`config.mk`:
```
export PLATFORM = sky130hd
export DESIGN_NAME = if_id_skid_reg
export DESIGN_NICKNAME = d
export VERILOG_FILES = /design/src/rtl/rv_pipe_pkg.sv /design/src/rtl/sat_counter.sv /design/src/rtl/if_id_skid_reg.sv
export SDC_FILE = /design/constraint.sdc
export NUM_CORES = 1
export LEC_CHECK = 0
export CORE_UTILIZATION = 40
export DETAILED_ROUTE_END_ITERATION = 10
export DONT_BUFFER_PORTS = 1
export GPL_TIMING_DRIVEN = 1
export REMOVE_ABC_BUFFERS = 1
export SKIP_LAST_GASP = 1
export SYNTH_ARGS = -nofsm -noshare
export SYNTH_HDL_FRONTEND = slang
export SYNTH_SLANG_ARGS = --single-unit
export TNS_END_PERCENT = 100
```
`constraint.sdc`:
```
create_clock -name clk -period 7.8 [get_ports clk]
set_input_delay 1.17 -clock clk [delete_from_list [all_inputs] [get_ports clk]]
set_output_delay 1.17 -clock clk [all_outputs]
set_load 0.02 [all_outputs]
```
`src/rtl/rv_pipe_pkg.sv`:
```
// rtl/rv_pipe_pkg.sv - shared types and constants for the pipeline boundary registers
package rv_pipe_pkg;

    localparam int RV_XLEN = 64;
    localparam int RV_ILEN = 32;

    // addi x0, x0, 0
    localparam logic [31:0] RV_NOP = 32'h0000_0013;

    typedef enum logic [1:0] {
        EMPTY = 2'd0,
        ONE   = 2'd1,
        TWO   = 2'd2
    } skid_state_t;

endpackage

```
`src/rtl/sat_counter.sv`:
```
// rtl/sat_counter.sv - saturating event counter, cleared only by reset
module sat_counter #(
    parameter int W = 32
) (
    input  logic         clk,
    input  logic         rst,
    input  logic         inc,
    output logic [W-1:0] count
);

    always_ff @(posedge clk or posedge rst) begin
        if (rst) begin
            count <= '0;
        end else if (inc && (count != {W{1'b1}})) begin
            count <= count + 1'b1;
        end
    end

endmodule

```
`src/rtl/if_id_skid_reg.sv`:
```
// rtl/if_id_skid_reg.sv - IF/ID boundary register with 2-entry skid buffer, flush and event counters
module if_id_skid_reg
    import rv_pipe_pkg::*;
#(
    parameter int               XLEN      = RV_XLEN,
    parameter int               ILEN      = RV_ILEN,
    parameter int               CNT_W     = 32,
    parameter logic [ILEN-1:0]  NOP_INSTR = ILEN'(RV_NOP)
) (
    input  logic              clk,
    input  logic              rst,
    input  logic              in_valid,
    output logic              in_ready,
    input  logic [XLEN-1:0]   in_pc,
    input  logic [ILEN-1:0]   in_instr,
    output logic              out_valid,
    input  logic              out_ready,
    output logic [XLEN-1:0]   out_pc,
    output logic [ILEN-1:0]   out_instr,
    input  logic              flush,
    output logic [CNT_W-1:0]  stall_cnt,
    output logic [CNT_W-1:0]  flush_cnt
);

    skid_state_t       state_q;
    skid_state_t       state_d;
    logic [XLEN-1:0]   main_pc;
    logic [ILEN-1:0]   main_instr;
    logic [XLEN-1:0]   skid_pc;
    logic [ILEN-1:0]   skid_instr;
    logic              load_main_in;
    logic              load_main_skid;
    logic              load_skid;
    logic              in_fire;
    logic              out_fire;

    assign in_fire  = in_valid && in_ready;
    assign out_fire = out_valid && out_ready;

    always_ff @(posedge clk or posedge rst) begin
        if (rst) begin
            state_q <= EMPTY;
        end else begin
            state_q <= state_d;
        end
    end

    // Flush overrides every transition and suppresses all payload captures.
    always_comb begin
        state_d        = state_q;
        load_main_in   = 1'b0;
        load_main_skid = 1'b0;
        load_skid      = 1'b0;
        if (flush) begin
            state_d = EMPTY;
        end else begin
            case (state_q)
                EMPTY: begin
                    if (in_fire) begin
                        state_d      = ONE;
                        load_main_in = 1'b1;
                    end
                end
                ONE: begin
                    case ({in_fire, out_fire})
                        2'b11: load_main_in = 1'b1;
                        2'b10: begin
                            state_d   = TWO;
                            load_skid = 1'b1;
                        end
                        2'b01: state_d = EMPTY;
                        default: state_d = ONE;
                    endcase
                end
                TWO: begin
                    if (out_fire) begin
                        state_d        = ONE;
                        load_main_skid = 1'b1;
                    end
                end
                default: state_d = EMPTY;
            endcase
        end
    end

    // Both handshake outputs decode the state register only, so out_ready never reaches in_ready.
    always_comb begin
        in_ready  = (state_q != TWO);
        out_valid = (state_q != EMPTY);
        out_pc    = main_pc;
        out_instr = (state_q != EMPTY) ? main_instr : NOP_INSTR;
    end

    always_ff @(posedge clk or posedge rst) begin
        if (rst) begin
            main_pc    <= '0;
            main_instr <= '0;
            skid_pc    <= '0;
            skid_instr <= '0;
        end else begin
            if (load_main_in) begin
                main_pc    <= in_pc;
                main_instr <= in_instr;
            end else if (load_main_skid) begin
                main_pc    <= skid_pc;
                main_instr <= skid_instr;
            end
            if (load_skid) begin
                skid_pc    <= in_pc;
                skid_instr <= in_instr;
            end
        end
    end

    sat_counter #(.W(CNT_W)) u_stall_cnt (
        .clk   (clk),
        .rst   (rst),
        .inc   (out_valid && !out_ready),
        .count (stall_cnt)
    );

    sat_counter #(.W(CNT_W)) u_flush_cnt (
        .clk   (clk),
        .rst   (rst),
        .inc   (flush && out_valid),
        .count (flush_cnt)
    );

endmodule

```
==> flow_metrics.tcl, run 1 <==
set metrics [dict create \
    clock_skew_ns 0.0123 \
    min_path_type "reg2reg" \
    max_stage_delay_ns 0.89 \
    syn_area_per_cell_um2 11.5 \
    finalHoldViolations 0 \
    post_cts_hold_buffer_count 0 \
    total_number_of_nets_in_the_final_design 1070 \
    regToRegStartpoint "state_q[1]$_DFFE_PP0P_" \
    coreArea_um2 27700 \
    cts_max_level 1 \
    worstPathRequired_ns 8.23 \
    postSynthCellCount 983 \
    first_global_vias 7199 \
    die_area_um2 28800 \
    leakage_power_of_the_design_uw 0.00568 \
    routed_wirelength_um 25700 \
    post-synth-top-area-fraction_pct 57.3 \
    avgRoutedWirePerCell_um 18.9 \
    grt_start_max_net_pins 115 \
    cts_buffer_count 28 \
    finalSetupViolCount 0 \
    path_class "reg2reg" \
    end_kind "flip-flop" \
    layout_worst_path_cycle_share_pct 47.5 \
    critPathLaunch "state_q[1]$_DFFE_PP0P_" \
    cap_violations 0 \
    cts_max_path_buffers 3 \
    clock_latency_ns 0.56 \
    cp_max_fo 73 \
    tritoncts_clock_tree "built" \
    worst_slack_ns 4.10 \
    cts.root.buffer_cell "clkbuf_16" \
    postCtsResizedCells 0 \
    clock_sinks 258 \
    achievable-frequency_mhz 270 \
    asyncSetResetFlopFracSynth_pct 100 \
    worst_pin_slew_ns 1.12 \
    die_width_um 170 \
    dr_total_vias 7324 \
    utilization_pct 45.1 \
    post-cts-setup-buffer-count 0 \
    placed_cells 1314 \
    post_synth_instance_area_um2 11300 \
    preCtsSetupSlack_ns 4.03 \
    critical-path-top-delay-family "simple AND/OR/NAND/NOR gates" \
    worstSetupStartpointType "flip-flop" \
    die_h_um 170 \
    ys_types 50 \
    post_synth_main_area_contributors "dfrtp_1 (57%), mux2_2 (9.8%), nand2_1 (7.1%)" \
    post_detailed_route_via_to_cell_ratio 5.37 \
    ir_drop_uv 172 \
    outcome "finished clean" \
    gp_routability_congestion 0.779 \
    synth_edf_count 0 \
    drc 0 \
    filler_cells_inserted 2579 \
    io_pins 263 \
    holdCritStartpoint "main_instr[5]$_DFFE_PP0P_" \
    worst_setup_hold_path_clk_slew_ns 0.06 \
    first_pass_iters 5 \
    post_layout_nonfiller_instances 1363 \
    groute.usage.overall_pct 17.6 \
    grt_antenna_before_repair 0 \
    drive_above_1_share_pct 18.0 \
    critPathBufInv 1 \
    global_route_wire_length_before_repair_um 40600 \
    critPathArrivalTime_ns 4.13 \
    placement.cell_area_um2 11500 \
    final_max_slew_violation_count 0 \
    timing.critical_path.cells "or2_2, nand2_1, ha_1, nand3b_1, nor2_4, buf_4, mux2_2" \
    port-buffer-count 0 \
    fin_crit_ns 3.70 \
    synth.yosys.seq_area_share_pct 57.3 \
    crit_path_top_delay_cell "buf_4" \
    synthToLayoutAreaGrowth_pct 11.1 \
    synth_top_cell_by_area "dfrtp_1" \
    power.density_cell_area_nw_per_um2 297 \
    timing.hold.ws_ns 0.462 \
    grt_overflow 0 \
    relSlewSlack_pct 25.0 \
    grt_setup_unrepaired "false" \
    multi_input_area_um2 4530 \
    initial_utilization_pct 40.6 \
    dr.first_iter.drc_count 528 \
    rows 61 \
    antenna_left 0 \
    synth.yosys.warnings 0 \
    layout.area.seq_um2 6460 \
    synth.ff_latch_count 258 \
    postLayoutCellArea_um2 12500 \
    num_antenna_cells 0 \
    synthFlopType "dfrtp_1" \
    hpwl_um 16200 \
]
## final timing paths
kind | cells past startpoint | slack [ns] | endpoint
hold / removal | 2 | 0.46 | main_instr[5]$_DFFE_PP0P_
setup reg to reg | 7 | 4.10 | skid_pc[13]$_DFFE_PP0P_
setup / recovery | 7 | 4.10 | skid_pc[13]$_DFFE_PP0P_
max in group asynchronous | 2 | 5.63 | u_flush_cnt.count[19]$_DFFE_PP0P_
min in group asynchronous | 1 | 0.63 | out_pc[25]$_DFFE_PP0P_
hold reg to reg | 2 | 0.46 | main_instr[5]$_DFFE_PP0P_
## layout by cell type (no fill, tap or decap), types with 2 or more instances in the layout
cell type,netlist,layout
dfrtp_1,258,258
nand2_1,212,212
mux2_2,98,98
a22oi_1,97,97
and2_1,41,41
xnor2_1,41,41
nand3_1,30,30
clkbuf_16,0,28
nand4_1,26,26
nor2_1,21,19
and3_1,19,19
xor2_1,17,17
buf_4,2,8
clkbuf_8,0,7
clkbuf_1,23,7
nor4_1,6,6
nor3_1,5,5
a31oi_1,5,5
nand2b_1,4,4
inv_1,5,4
a21oi_1,4,4
nor4_2,3,3
ha_1,3,3
clkinv_2,0,3
bufinv_16,0,3
or2_2,2,2
and4_1,2,2
nand4_4,2,2
nor4_4,2,2
nor4b_2,2,2
nand3b_1,2,2
nor2_4,0,2
## power by group
group / internal (uW) / switching [uW] / total (uW)
Sequential: 1630 / 297 / 1920
Combinational: 220 / 213 / 433
Clock: 825 / 534 / 1360
Total: 2670 / 1040 / 3720
## flip-flops by register name, indices dropped and copies added, names as in the netlist
| signal | cells |
|---|---|
| out_pc | 64 |
| skid_pc | 64 |
| main_instr | 32 |
| skid_instr | 32 |
| u_flush_cnt.count | 32 |
| u_stall_cnt.count | 32 |
| state_q | 2 |
## through the flow
step / setup TNS (ns) / power [uW]
floorplan: -120.86 / 2260
global placement: 0 / 2370
detailed placement: 0 / 2390
CTS: 0 / 3780
global route: 0 / 3910
finish: 0 / 3720
## tightest hold or removal path, delay by kind of cell, from the launching register on
| family | cells | cell delay (ns) |
|---|---|---|
| flops | 1 | 0.33 |
| simple gates | 2 | 0.10 |
## logic make-up after synthesis
logic type                 share of synthesized area, %
xor gates and xnor gates                           4.51
and+or+nand+nor                                    17.7
AOI/OAI and AO/OA                                  7.66
adders and majority gates                         0.333
DFF                                                57.3
buffers and inverters                              2.57
muxes                                              9.89
## layer usage
metal	part of all wire, %	global-route usage [%]	vias up
li1	-	-	3394
met1	43	23.5	3644
met2	46	26.7	245
met3	9.5	6.02	41
met4	2.3	5.52	0
met5	0	0	-
## synthesized netlist by cell type (all sizes together) (2+ instances only)
cell type,count
dfrtp,258
nand2,213
mux2,98
a22oi,97
and2,41
xnor2,41
buf,32
nand3,30
nand4,29
clkbuf,23
nor2,22
and3,20
xor2,17
nor4,11
nor3,7
a31oi,5
inv,5
a21oi,4
nand2b,4
ha,3
nor4b,3
or2,3
and4,2
nand3b,2
nor2b,2
## layout make-up
type                            count  area share [%]
Inverter                            5           0.210
Clock inverter                      7            1.08
Tap cell                          378            3.78
Multi-Input combinational cell    665            36.3
Sequential cell                   258            51.6
Timing Repair Buffer                8           0.480
Clock buffer                       42            6.58
(Power assumes the default switching activity.)
==> inputs of run 2 (changes only) <==
==> constraint.sdc (replaced) <==
create_clock -name clk -period 3.2 [get_ports clk]
set_input_delay 0.48 -clock clk [delete_from_list [all_inputs] [get_ports clk]]
set_output_delay 0.48 -clock clk [all_outputs]
set_load 0.02 [all_outputs]
==> run 2 against run 1 <==
Against the previous run: sequential cell count stayed put; clock-buffer cell count is 1 higher; sequential power is 140% higher; via count hardly changed; die area stayed put; combinational power is 150% higher; critical path type unchanged; non-clock buffer count is 5 higher; first-iteration DRC count is 10% lower.
==> flow_metrics.tcl, run 2 (same netlist as run 1, synthesis figures left out) <==
set metrics [dict create \
    regToRegStartpoint "state_q[1]$_DFFE_PP0P_" \
    worstPathRequired_ns 3.63 \
    total_number_of_nets_in_the_final_design 1076 \
    grt_start_max_net_pins 97 \
    synthToLayoutAreaGrowth_pct 13.1 \
    worstReg2RegEnd "skid_instr[17]$_DFFE_PP0P_" \
    drc 0 \
    drive_above_1_share_pct 19.1 \
    achievable-frequency_mhz 391 \
    post_layout_nonfiller_instances 1373 \
    global_route_wire_length_before_repair_um 41600 \
    grt_antenna_before_repair 0 \
    tritoncts_clock_tree "built" \
    clock_skew_ns 0.0170 \
    gp_routability_congestion 0.773 \
    worst_setup_hold_path_clk_slew_ns 0.06 \
    die_area_um2 28800 \
    path_class "reg2reg" \
    postLayoutCellArea_um2 12700 \
    port-buffer-count 0 \
    grt_setup_unrepaired "false" \
    groute.usage.overall_pct 18.0 \
    critPathArrivalTime_ns 2.99 \
    cp_max_fo 96 \
    num_antenna_cells 0 \
    worstSetupStartpointType "flip-flop" \
    crit_path_top_delay_cell "dfrtp_1" \
    final_cell_mix "dfrtp_1 (258), nand2_1 (212), mux2_2 (98)" \
    die_h_um 170 \
    dr.first_iter.drc_count 474 \
    ir_drop_uv 416 \
    number_of_cell_instances_on_the_worst_register_to_register_path 7 \
    cts.root.buffer_cell "clkbuf_16" \
    clock_latency_ns 0.55 \
    layout_worst_path_cycle_share_pct 80.0 \
    utilization_pct 46.0 \
    leakage_power_of_the_design_uw 0.00578 \
    critical-path-top-delay-family "simple AND/OR/NAND/NOR gates" \
    filler_cells_inserted 2590 \
    first_pass_iters 4 \
    worst_hold_path.endpoint "main_instr[9]$_DFFE_PP0P_" \
    avgRoutedWirePerCell_um 19.0 \
    finalHoldViolations 0 \
    cts_buffer_count 29 \
    grt_overflow 0 \
    finalPower_uw 9380 \
    antenna_left 0 \
    cts_max_level 1 \
    holdCritStartpoint "in_instr[9]" \
    placed_cells 1317 \
    timing.hold.ws_ns 0.0671 \
    final_max_slew_violation_count 0 \
    min_path_type "in2reg" \
    initial_utilization_pct 40.6 \
    die_width_um 170 \
    cts_max_path_buffers 3 \
    power.density_cell_area_nw_per_um2 737 \
    relSlewSlack_pct 44.5 \
    max_stage_delay_ns 0.49 \
    first_global_vias 7485 \
    cap_violations 0 \
    fin_crit_ns 2.56 \
    rows 61 \
    placement.cell_area_um2 11600 \
    clock_sinks 258 \
    dr_total_vias 7317 \
    routed_wirelength_um 26100 \
    min_delay_path_depth 2 \
    end_kind "flip-flop" \
    coreArea_um2 27700 \
    post_detailed_route_via_to_cell_ratio 5.33 \
    finalSetupViolCount 0 \
    io_pins 263 \
    critPathBufInv 1 \
    timing.critical_path.cells "nand2b_1, and2_1, ha_1, nand3b_1, nor2_4, buf_12, mux2_2" \
    worst_pin_slew_ns 0.825 \
    layout.cells.most_common "dfrtp_1" \
    outcome "finished clean" \
    hpwl_um 16100 \
    reg2reg_setup_slack_ns 0.64 \
]
run 2: what timing repair did:
action | 4_1_cts | 5_1_grt
hold buffers | 2 | 0
buffers inserted | 0 | 0
hold endpoints to repair | 93 | 0
gates resized for setup | 0 | 0
run 2: power by group:
| part | switching (uW) | leakage, uW | internal (uW) |
|---|---|---|---|
| logic | 523 | 0.00201 | 551 |
| clock network | 1360 | 0.000527 | 2260 |
| registers | 724 | 0.00324 | 3970 |
| total | 2610 | 0.00578 | 6780 |
run 2: worst max path at each step:
| stage | startpoint | endpoint | slack, ns | cells past startpoint |
|---|---|---|---|---|
| finish | state_q[1]$_DFFE_PP0P_ | skid_instr[17]$_DFFE_PP0P_ | 0.64 | 7 |
| floorplan | rst | main_instr[0]$_DFFE_PP0P_ | -4.38 | 1 |
| detailed placement | state_q[1]$_DFFE_PP0P_ | skid_pc[22]$_DFFE_PP0P_ | 0.72 | 7 |
| global placement | state_q[1]$_DFFE_PP0P_ | skid_pc[46]$_DFFE_PP0P_ | 0.75 | 7 |
| global route | state_q[1]$_DFFE_PP0P_ | out_instr[7] | 0.58 | 3 |
| CTS | state_q[1]$_DFFE_PP0P_ | out_instr[7] | 0.67 | 3 |
run 2: layer usage:
layer / part of all wire [%] / track usage (%)
met3: 9.4 / 6.69
met5: 0 / 0
met1: 42 / 22.9
met2: 45 / 28.2
met4: 3.1 / 5.88
run 2: worst reg2reg max path, delay by kind of cell, from the launching register on:
kind / cells / cell delay (ns)
buf+inv: 1 / 0.35
fa+ha+maj: 1 / 0.14
flops: 1 / 0.49
mux: 1 / 0.62
simple gates: 4 / 0.82
run 2: area by class of cell:
cell class,count,area (um^2),area share (%)
clock inverter,11,169,1.33
timing repair buffer,13,178,1.40
multi-input combinational,665,4530,35.6
clock buffer,43,898,7.05
tap,378,473,3.71
sequential,258,6460,50.7
inverter,5,26.3,0.206
run 2: stage by stage:
stage	setup TNS [ns]	setup slack [ns]
after floorplan	-1768.82	-4.38
after global placement	0	0.752
after detailed placement	0	0.718
after CTS	0	0.670
after global routing	0	0.578
final	0	0.639
